### config.mk
export PLATFORM = sky130hd
export DESIGN_NAME = host_cmd_framer
export DESIGN_NICKNAME = d
export VERILOG_FILES = /design/src/rtl/host_cmd_framer.sv
export SDC_FILE = /design/constraint.sdc
export NUM_CORES = 1
export LEC_CHECK = 0
export ABC_AREA = 1
export CAP_MARGIN = 10
export CORE_MARGIN = 5
export CORE_UTILIZATION = 40
export DETAILED_ROUTE_END_ITERATION = 7
export PLACE_DENSITY = 0.72
export SLEW_MARGIN = 30
export SYNTH_ARGS = -nofsm -noshare
export SYNTH_HDL_FRONTEND = slang
export SYNTH_SLANG_ARGS = --single-unit
### constraint.sdc
create_clock -name clk -period 3.53 [get_ports clk]
set_clock_uncertainty 0.05 [all_clocks]
set_input_delay 0.8825 -clock clk [delete_from_list [all_inputs] [get_ports clk]]
set_output_delay 0.8825 -clock clk [all_outputs]
set_load 0.03 [all_outputs]
### src/rtl/host_cmd_framer.sv
// host_cmd_framer: turns the uart_rx byte stream into validated host command frames with a valid/ready handoff.
// Define HOST_FRAMER_STATS_EN to build saturating frame/error counters; otherwise both counter ports read zero.
module host_cmd_framer #(
  parameter int CLKS_PER_BIT  = 5208,
  parameter int TIMEOUT_BYTES = 2,
  parameter int MAX_BYTES     = 11
) (
  input  logic                   clk,
  input  logic                   reset,
  input  logic [7:0]             i_rx_byte,
  input  logic                   i_rx_dv,
  output logic [8*MAX_BYTES-1:0] o_frame,
  output logic [3:0]             o_frame_len,
  output logic                   o_frame_valid,
  input  logic                   i_frame_ready,
  output logic                   o_err,
  output logic [2:0]             o_err_code,
  output logic [15:0]            o_frame_count,
  output logic [15:0]            o_err_count
);

  localparam int FW      = 8 * MAX_BYTES;
  localparam int TIMEOUT = CLKS_PER_BIT * 10 * TIMEOUT_BYTES;
  localparam int TW      = $clog2(TIMEOUT + 1);

  localparam logic [1:0] IDLE    = 2'd0;
  localparam logic [1:0] COLLECT = 2'd1;
  localparam logic [1:0] HOLD    = 2'd2;

  localparam logic [7:0] OP_ENCRYPT  = 8'h01;
  localparam logic [7:0] OP_YAW      = 8'h03;
  localparam logic [3:0] LEN_ENCRYPT = 4'd11;
  localparam logic [3:0] LEN_YAW     = 4'd7;

  localparam logic [2:0] ERR_OPCODE  = 3'd1;
  localparam logic [2:0] ERR_TIMEOUT = 3'd2;
  localparam logic [2:0] ERR_OVERRUN = 3'd3;
  localparam logic [2:0] ERR_TRAILER = 3'd4;

  logic [1:0]    state_q;
  logic [3:0]    idx_q;
  logic [TW-1:0] tcnt_q;

  logic [3:0] exp_len;
  logic       opcode_ok;
  logic       last_byte;
  logic       trailer_ok;
  logic       handoff;
  logic       start_byte;

  // The opcode always sits in byte 0 of the buffer once collection has started.
  assign exp_len    = (o_frame[7:0] == OP_ENCRYPT) ? LEN_ENCRYPT : LEN_YAW;
  assign opcode_ok  = (i_rx_byte == OP_ENCRYPT) || (i_rx_byte == OP_YAW);
  assign last_byte  = (idx_q == exp_len - 4'd1);
  assign trailer_ok = (o_frame[7:0] != OP_ENCRYPT) ||
                      ((o_frame[79:72] == 8'hBE) && (i_rx_byte == 8'hEF));
  assign handoff    = (state_q == HOLD) && i_frame_ready;
  assign start_byte = i_rx_dv && ((state_q == IDLE) || handoff);

  always_ff @(posedge clk or negedge reset) begin
    if (!reset) begin
      state_q       <= IDLE;
      idx_q         <= '0;
      tcnt_q        <= '0;
      o_frame       <= '0;
      o_frame_len   <= '0;
      o_frame_valid <= 1'b0;
      o_err         <= 1'b0;
      o_err_code    <= '0;
    end else begin
      o_err <= 1'b0;
      case (state_q)
        IDLE: begin
        end
        COLLECT: begin
          if (i_rx_dv) begin
            tcnt_q <= '0;
            if (last_byte) begin
              if (trailer_ok) begin
                o_frame[{idx_q, 3'b000} +: 8] <= i_rx_byte;
                o_frame_len   <= exp_len;
                o_frame_valid <= 1'b1;
                state_q       <= HOLD;
              end else begin
                o_frame    <= '0;
                idx_q      <= '0;
                o_err      <= 1'b1;
                o_err_code <= ERR_TRAILER;
                state_q    <= IDLE;
              end
            end else begin
              o_frame[{idx_q, 3'b000} +: 8] <= i_rx_byte;
              idx_q <= idx_q + 4'd1;
            end
          end else if (tcnt_q == TW'(TIMEOUT - 1)) begin
            o_frame    <= '0;
            idx_q      <= '0;
            tcnt_q     <= '0;
            o_err      <= 1'b1;
            o_err_code <= ERR_TIMEOUT;
            state_q    <= IDLE;
          end else begin
            tcnt_q <= tcnt_q + 1'b1;
          end
        end
        HOLD: begin
          if (i_frame_ready) begin
            o_frame       <= '0;
            o_frame_len   <= '0;
            o_frame_valid <= 1'b0;
            idx_q         <= '0;
            state_q       <= IDLE;
          end else if (i_rx_dv) begin
            o_err      <= 1'b1;
            o_err_code <= ERR_OVERRUN;
          end
        end
        default: begin
          o_frame       <= '0;
          o_frame_len   <= '0;
          o_frame_valid <= 1'b0;
          idx_q         <= '0;
          tcnt_q        <= '0;
          state_q       <= IDLE;
        end
      endcase

      // Opcode bytes are decoded here so a byte landing on the handoff cycle starts the next frame.
      if (start_byte) begin
        if (opcode_ok) begin
          o_frame <= FW'(i_rx_byte);
          idx_q   <= 4'd1;
          tcnt_q  <= '0;
          state_q <= COLLECT;
        end else begin
          o_err      <= 1'b1;
          o_err_code <= ERR_OPCODE;
        end
      end
    end
  end

`ifdef HOST_FRAMER_STATS_EN
  logic [15:0] frame_cnt_q;
  logic [15:0] err_cnt_q;

  // Both counters saturate rather than wrap so a long soak run never reports a misleading small value.
  always_ff @(posedge clk or negedge reset) begin
    if (!reset) begin
      frame_cnt_q <= '0;
      err_cnt_q   <= '0;
    end else begin
      if (handoff && (frame_cnt_q != 16'hFFFF))
        frame_cnt_q <= frame_cnt_q + 16'd1;
      if (o_err && (err_cnt_q != 16'hFFFF))
        err_cnt_q <= err_cnt_q + 16'd1;
    end
  end

  assign o_frame_count = frame_cnt_q;
  assign o_err_count   = err_cnt_q;
`else
  assign o_frame_count = 16'h0000;
  assign o_err_count   = 16'h0000;
`endif

endmodule

==> results.txt, run 1 <==
Hold_buf cts: 0
DRT iter0 DRCs: 615
Req. time, crit path: 3840 ps
Core footprint: 0.01959 mm^2
Max Clock Freq: 362.2 MHz
Final Instance Area: 0.009871 mm^2
Most common cell in the netlist: nand2_1
Site Rows: 51
WL per Instance: 15.31 um
Status: finished clean
Crit path DAT: 3070 ps
Die height: 151.3 um
Syn avg cell area: 6.555 um^2
CP Launch Type: flop
CTS root buf: clkbuf_16
Multi-input logic area: 0.004106 mm^2
Vias in the first global route: 7382
Post-synthesis instance total: 1218
Core Util, Final: 0.5039
Tcrit/Tclk final: 0.7821
Worst-path fanout max: 16
Tightest Pin Transition: 725.2 ps
Post-synth top flop: dfrtp_1
Initial antenna violation count: 0
Crit-path max cell delay: 480 ps
Filler Cells Inserted: 1937
Via count: 8154
Peak supply drop: 0.0004955 V
Type of the worst setup path: flop to flop
Post-Syn Area: 0.007984 mm^2
Fraction of registers with async set or reset after synthesis: 1.000
Unrepaired setup endpoints after global routing: false
Setup Viol. Count Final: 0
Power Density: 892.2 mW/mm^2
Final hold violation count: 0
CTS sink cnt: 118
Storage cell area: 0.002953 mm^2
Pleak: 0.004757 uW
Overall routing resource usage: 0.2145
Routability Congestion: 0.9038
Max Root-Sink Buffers: 2
Leading post-synthesis cells by instance count: 316 x nand2_1, 183 x nor2_1, 131 x inv_1
First-pass GRT wire length: 38.94 mm
Die area: 0.02289 mm^2
Die X: 151.3 um
Placed Area: 0.009244 mm^2
Clock transition at path regs: 60 ps
Via/cell ratio: 5.135
Worst skew pair latency: 420 ps
Slew Limit Fails: 0
Crit end category: flop
Setup Buffers After CTS: 0
Detailed Place HPWL: 16.75 mm
Starting Density: 0.4075
Crit-path slowest cell: dfrtp_1
Num CTS Buffers: 17
Yosys warns: 0
Layout Nets: 1333
Antenna Cells: 0
Total iterations of the first detailed-routing run: 5
Area leader, netlist: dfrtp_1
Synth unique cells: 39
Final wirelength: 24.31 mm
Synth top area share: 0.3698
DRC: 0
Setup_tns: 0 ps
Flop and latch count out of synthesis: 118
Layout cell share with drive strength beyond 1: 0.06274
Critical path, cell by cell: inv_1 -> ha_1 -> inv_1 -> or2_2 -> nand2_2 -> inv_1 -> buf_4 -> nor2_1 -> nor2_1 -> nor2_1
# IOs: 141
Routed Antenna Nets: 0
Area Growth Syn to Fin: 23.63%
Largest net degree at the start of global routing: 66
Total gr overflow: 0
CTS tree: yes
I/O Buffers: 108
Worst min path class: input pin to asynchronous set/reset pin
CTS resizes: 0
Sequential share of the synthesized area: 0.3698
Worst slew margin: 0.5147
Fin crit period: 2761 ps
Overall power: 8807 uW
Max_cap viols: 0
H-Tree Depth: 4
Number of flops mapped to enable cells by yosys: 0
Synth top area cells: dfrtp_1 37%, nand2_1 15%, nor2_1 8.6%, a21oi_1 6.3%, inv_1 6.2%
## logic make-up (layout without fill, tap and decap cells)
family | after synthesis | in the layout | synth area share
flops | 118 | 118 | 0.3698
other cells | 1 | 32 | 0.0004697
simple gates | 662 | 662 | 0.3520
compound gates | 191 | 191 | 0.1233
buf+inv | 230 | 304 | 0.1307
fa+ha+maj | 11 | 11 | 0.01724
xor+xnor | 5 | 5 | 0.006425
## per-stage QoR
| step | cells | setup WS, ps | hold WS, ps |
|---|---|---|---|
| 2_1_floorplan | 1249 | 969.1 | 452.4 |
| 4_1_cts | 1588 | 801.5 | 452.3 |
| 3_3_place_gp | 1556 | 486.7 | 434.3 |
| 3_5_place_dp | 1556 | 475.0 | 439.0 |
| 5_1_grt | 1588 | 522.0 | 476.8 |
| 6_report | 1588 | 769.2 | 447.6 |
## worst paths after layout
| check | start | to | slack, ps | cells after the start |
|---|---|---|---|---|
| hold / removal | reset | o_frame[25] | 450 | 1 |
| min in group clk | o_frame_len[2] | o_frame_len[2] | 450 | 2 |
| max in group asynchronous | reset | o_frame[84] | 2050 | 2 |
| setup reg to reg | state_q[0] | o_frame[21] | 770 | 10 |
| hold reg to reg | o_frame_len[2] | o_frame_len[2] | 450 | 2 |
| setup / recovery | state_q[0] | o_frame[21] | 770 | 10 |
## critical path, delay by kind of cell (launching register included)
family / cells / cell delay, ps
buffers and inverters: 4 / 1060
and+or+nand+nor: 5 / 780
DFF: 1 / 480
adders and majority gates: 1 / 290
## cell type report
| type | count | area share |
|---|---|---|
| repair buffers | 135 | 0.1356 |
| well taps | 265 | 0.03359 |
| inverters | 137 | 0.05210 |
| multi-input cells | 901 | 0.4160 |
| clock buffers | 24 | 0.04880 |
| clock inverters | 8 | 0.01470 |
| flip-flops and latches | 118 | 0.2992 |
## layer usage
layer  vias to the layer above  global-route usage  wire, um
met5                         -                   0         0
met4                         0             0.06981       540
met3                        45             0.05506      2149
met2                       300              0.3330     11080
met1                      3802              0.2922     10530
li1                       4007                   -         -
## layout by cell type (no fill, tap or decap), drive strengths merged, types with 2 or more instances in the layout
| cell | instances |
|---|---|
| a21oi | 101 |
| a22oi | 2 |
| buf | 29 |
| bufinv | 4 |
| clkbuf | 24 |
| clkdlybuf4s50 | 106 |
| clkinv | 3 |
| clkinvlp | 2 |
| conb | 32 |
| dfrtp | 118 |
| ha | 11 |
| inv | 136 |
| nand2 | 325 |
| nand3 | 93 |
| nand3b | 2 |
| nand4 | 28 |
| nor2 | 187 |
| nor3 | 24 |
| o211ai | 3 |
| o21ai | 77 |
| o22ai | 3 |
| or2 | 2 |
| xor2 | 5 |
## power breakdown
| group | internal, uW | switching (uW) | total, uW |
|---|---|---|---|
| combinational | 1660 | 2920 | 4580 |
| sequential | 1850 | 514 | 2360 |
| clock | 1230 | 629 | 1860 |
## registers in the layout, indices dropped and copies added (netlist names)
name         cells
o_frame         88
tcnt_q          17
idx_q            4
o_err_code       3
o_frame_len      3
state_q          2
o_err            1
Note: power is estimated with default switching activity, not from simulation.
==> inputs of run 2 (changes only) <==
==> constraint.sdc (replaced) <==
create_clock -name clk -period 2.7 [get_ports clk]
set_clock_uncertainty 0.05 [all_clocks]
set_input_delay 0.675 -clock clk [delete_from_list [all_inputs] [get_ports clk]]
set_output_delay 0.675 -clock clk [all_outputs]
set_load 0.03 [all_outputs]
==> run 2 against run 1 <==
Critical path depth is 1 higher; total power grew 33%; clock power up 31%; first-iteration DRC count is 38% higher; maximum frequency increased by 16%; count of clock-buffer cells in the layout unchanged; sequential power is 30% higher; cell area up 2.8%; non-clock buffer count rose by 33; routed wire length grew 0.41%; flip-flop and latch count stayed put; highest routed layer unchanged.
==> results.txt, run 2 (synthesis gave the netlist of run 1 again) <==
First-pass GRT wire length: 38.78 mm
Most numerous cell on the critical path: nor2_1
Req. time, crit path: 2960 ps
Peak supply drop: 0.0004886 V
Layout Nets: 1366
Slew Limit Fails: 0
Detailed Place HPWL: 17.18 mm
Worst-path fanout max: 14
Core footprint: 0.01959 mm^2
WL per Instance: 15.06 um
Largest net degree at the start of global routing: 66
Worst min path class: input pin to asynchronous set/reset pin
H-Tree Depth: 4
Tightest Pin Transition: 601.9 ps
Tcrit/Tclk final: 0.8838
Status: finished clean
Filler Cells Inserted: 1936
Most common cell after layout, fill and taps aside: nand2_1
Num CTS Buffers: 17
Inst Count DP: 1589
CTS tree: yes
Via/cell ratio: 5.109
I/O Buffers: 108
Pleak: 0.004928 uW
Final hold violation count: 0
Die X: 151.3 um
Antenna Cells: 0
Worst skew pair latency: 430 ps
Routed Antenna Nets: 0
Starting Density: 0.4075
Stages on the worst setup path: 11
Final wirelength: 24.41 mm
Layout Cells excl Fill: 1621
Clock transition at path regs: 60 ps
Routability Congestion: 0.8854
Via count: 8282
Most frequent cells in the layout: 315 x nand2_1, 182 x nor2_1, 131 x inv_1, 118 x dfrtp_1, 106 x clkdlybuf4s50_1
CTS sink cnt: 118
CP delay by family, top: simple AND/OR/NAND/NOR gates
R2r worst-path depth: 11
Largest regs: o_frame: 88 flops, tcnt_q: 17 flops, idx_q: 4 flops
Core Util, Final: 0.5179
Type of the worst setup path: flop to flop
Total iterations of the first detailed-routing run: 6
Crit-path max cell delay: 410 ps
Hold_buf cts: 0
Max_cap viols: 0
CP Launch Type: flop
Crit-path slowest cell: ha_1
Max Root-Sink Buffers: 2
DRT iter0 DRCs: 850
Fin crit period: 2386 ps
Power Density: 1153 mW/mm^2
Setup Viol. Count Final: 0
# IOs: 141
Total gr overflow: 0
Worst slew margin: 0.5950
Overall routing resource usage: 0.2152
CP Buf/Inv Count: 3
Vias in the first global route: 7462
Layout cell share with drive strength beyond 1: 0.08628
Unrepaired setup endpoints after global routing: false
Die height: 151.3 um
Crit path DAT: 2640 ps
Area Growth Syn to Fin: 27.08%
CTS root buf: clkbuf_16
Initial antenna violation count: 0
Setup_tns: 0 ps
DRC: 0
Site Rows: 51
Crit end category: flop
Top reg by flops: o_frame
Critical path, cell by cell: inv_2 -> ha_1 -> inv_1 -> nand3_1 -> nor2_1 -> nand3_1 -> buf_4 -> o21ai_0 -> nor2_1 -> nor2_1 -> nor2_1
Number of flip-flops in the largest register: 88
Max Clock Freq: 419.1 MHz
Die area: 0.02289 mm^2
run 2: cell types whose count changed in the layout (fill, tap and decap cells not counted), sizes merged:
cell  delta
buf     +33
run 2: where the power goes:
group	switching [uW]	leakage (uW)	internal, uW
sequential	653	0.00156	2420
clock	820	0.000300	1610
combinational	3860	0.00307	2340
total	5330	0.00493	6370
run 2: per-stage QoR:
step | worst slack [ps] | instance area (um^2) | hold WS (ps) | total power [uW]
global placement | 89.52 | 9517 | 447.4 | 9146
floorplan | 139.1 | 8100 | 329.4 | 7106
CTS | 269.2 | 10140 | 141.7 | 11740
global route | 137.6 | 10150 | 157.4 | 12520
finish | 313.7 | 10150 | 131.0 | 11700
detailed placement | 99.12 | 9517 | 450.6 | 9262
run 2: per-layer routing:
| metal | global-route usage | up-vias | part of all wire | routed length (um) |
|---|---|---|---|---|
| li1 | - | 4086 | - | - |
| met1 | 0.2933 | 3839 | 0.43 | 10510 |
| met2 | 0.3327 | 313 | 0.46 | 11170 |
| met3 | 0.04997 | 44 | 0.088 | 2160 |
| met4 | 0.08114 | 0 | 0.023 | 565 |
| met5 | 0 | - | 0 | 0 |
run 2: final cells by class:
type / count / area [um^2] / share of cell area
Clock buffer: 24 / 481.7 / 0.04748
Clock inverter: 8 / 145.1 / 0.01431
Inverter: 137 / 514.2 / 0.05068
Multi-Input combinational cell: 901 / 4109 / 0.4050
Sequential cell: 118 / 2953 / 0.2910
Tap cell: 265 / 331.6 / 0.03268
Timing Repair Buffer: 168 / 1612 / 0.1588
run 2: repair_timing:
action / CTS / global route
endpoints found under the setup margin: 0 / 2
buffers inserted: 0 / 0
gates resized for setup: 0 / 1
run 2: worst paths after layout:
kind	from	to	slack [ps]
hold reg to reg	o_frame_len[3]	o_frame_len[3]	460
max in group asynchronous	reset	o_frame[78]	1680
setup reg to reg	idx_q[0]	o_frame[34]	310
hold / removal	reset	o_frame[66]	130
setup / recovery	idx_q[0]	o_frame[34]	310
min in group clk	o_frame_len[3]	o_frame_len[3]	460
run 2: worst register-to-register path, stage by stage, from the launching register on:
cell,delay [ps]
dfrtp_1,380
inv_2,50
ha_1,410
inv_1,290
nand3_1,160
nor2_1,200
nand3_1,120
buf_4,200
o21ai_0,180
nor2_1,70
nor2_1,100
nor2_1,50
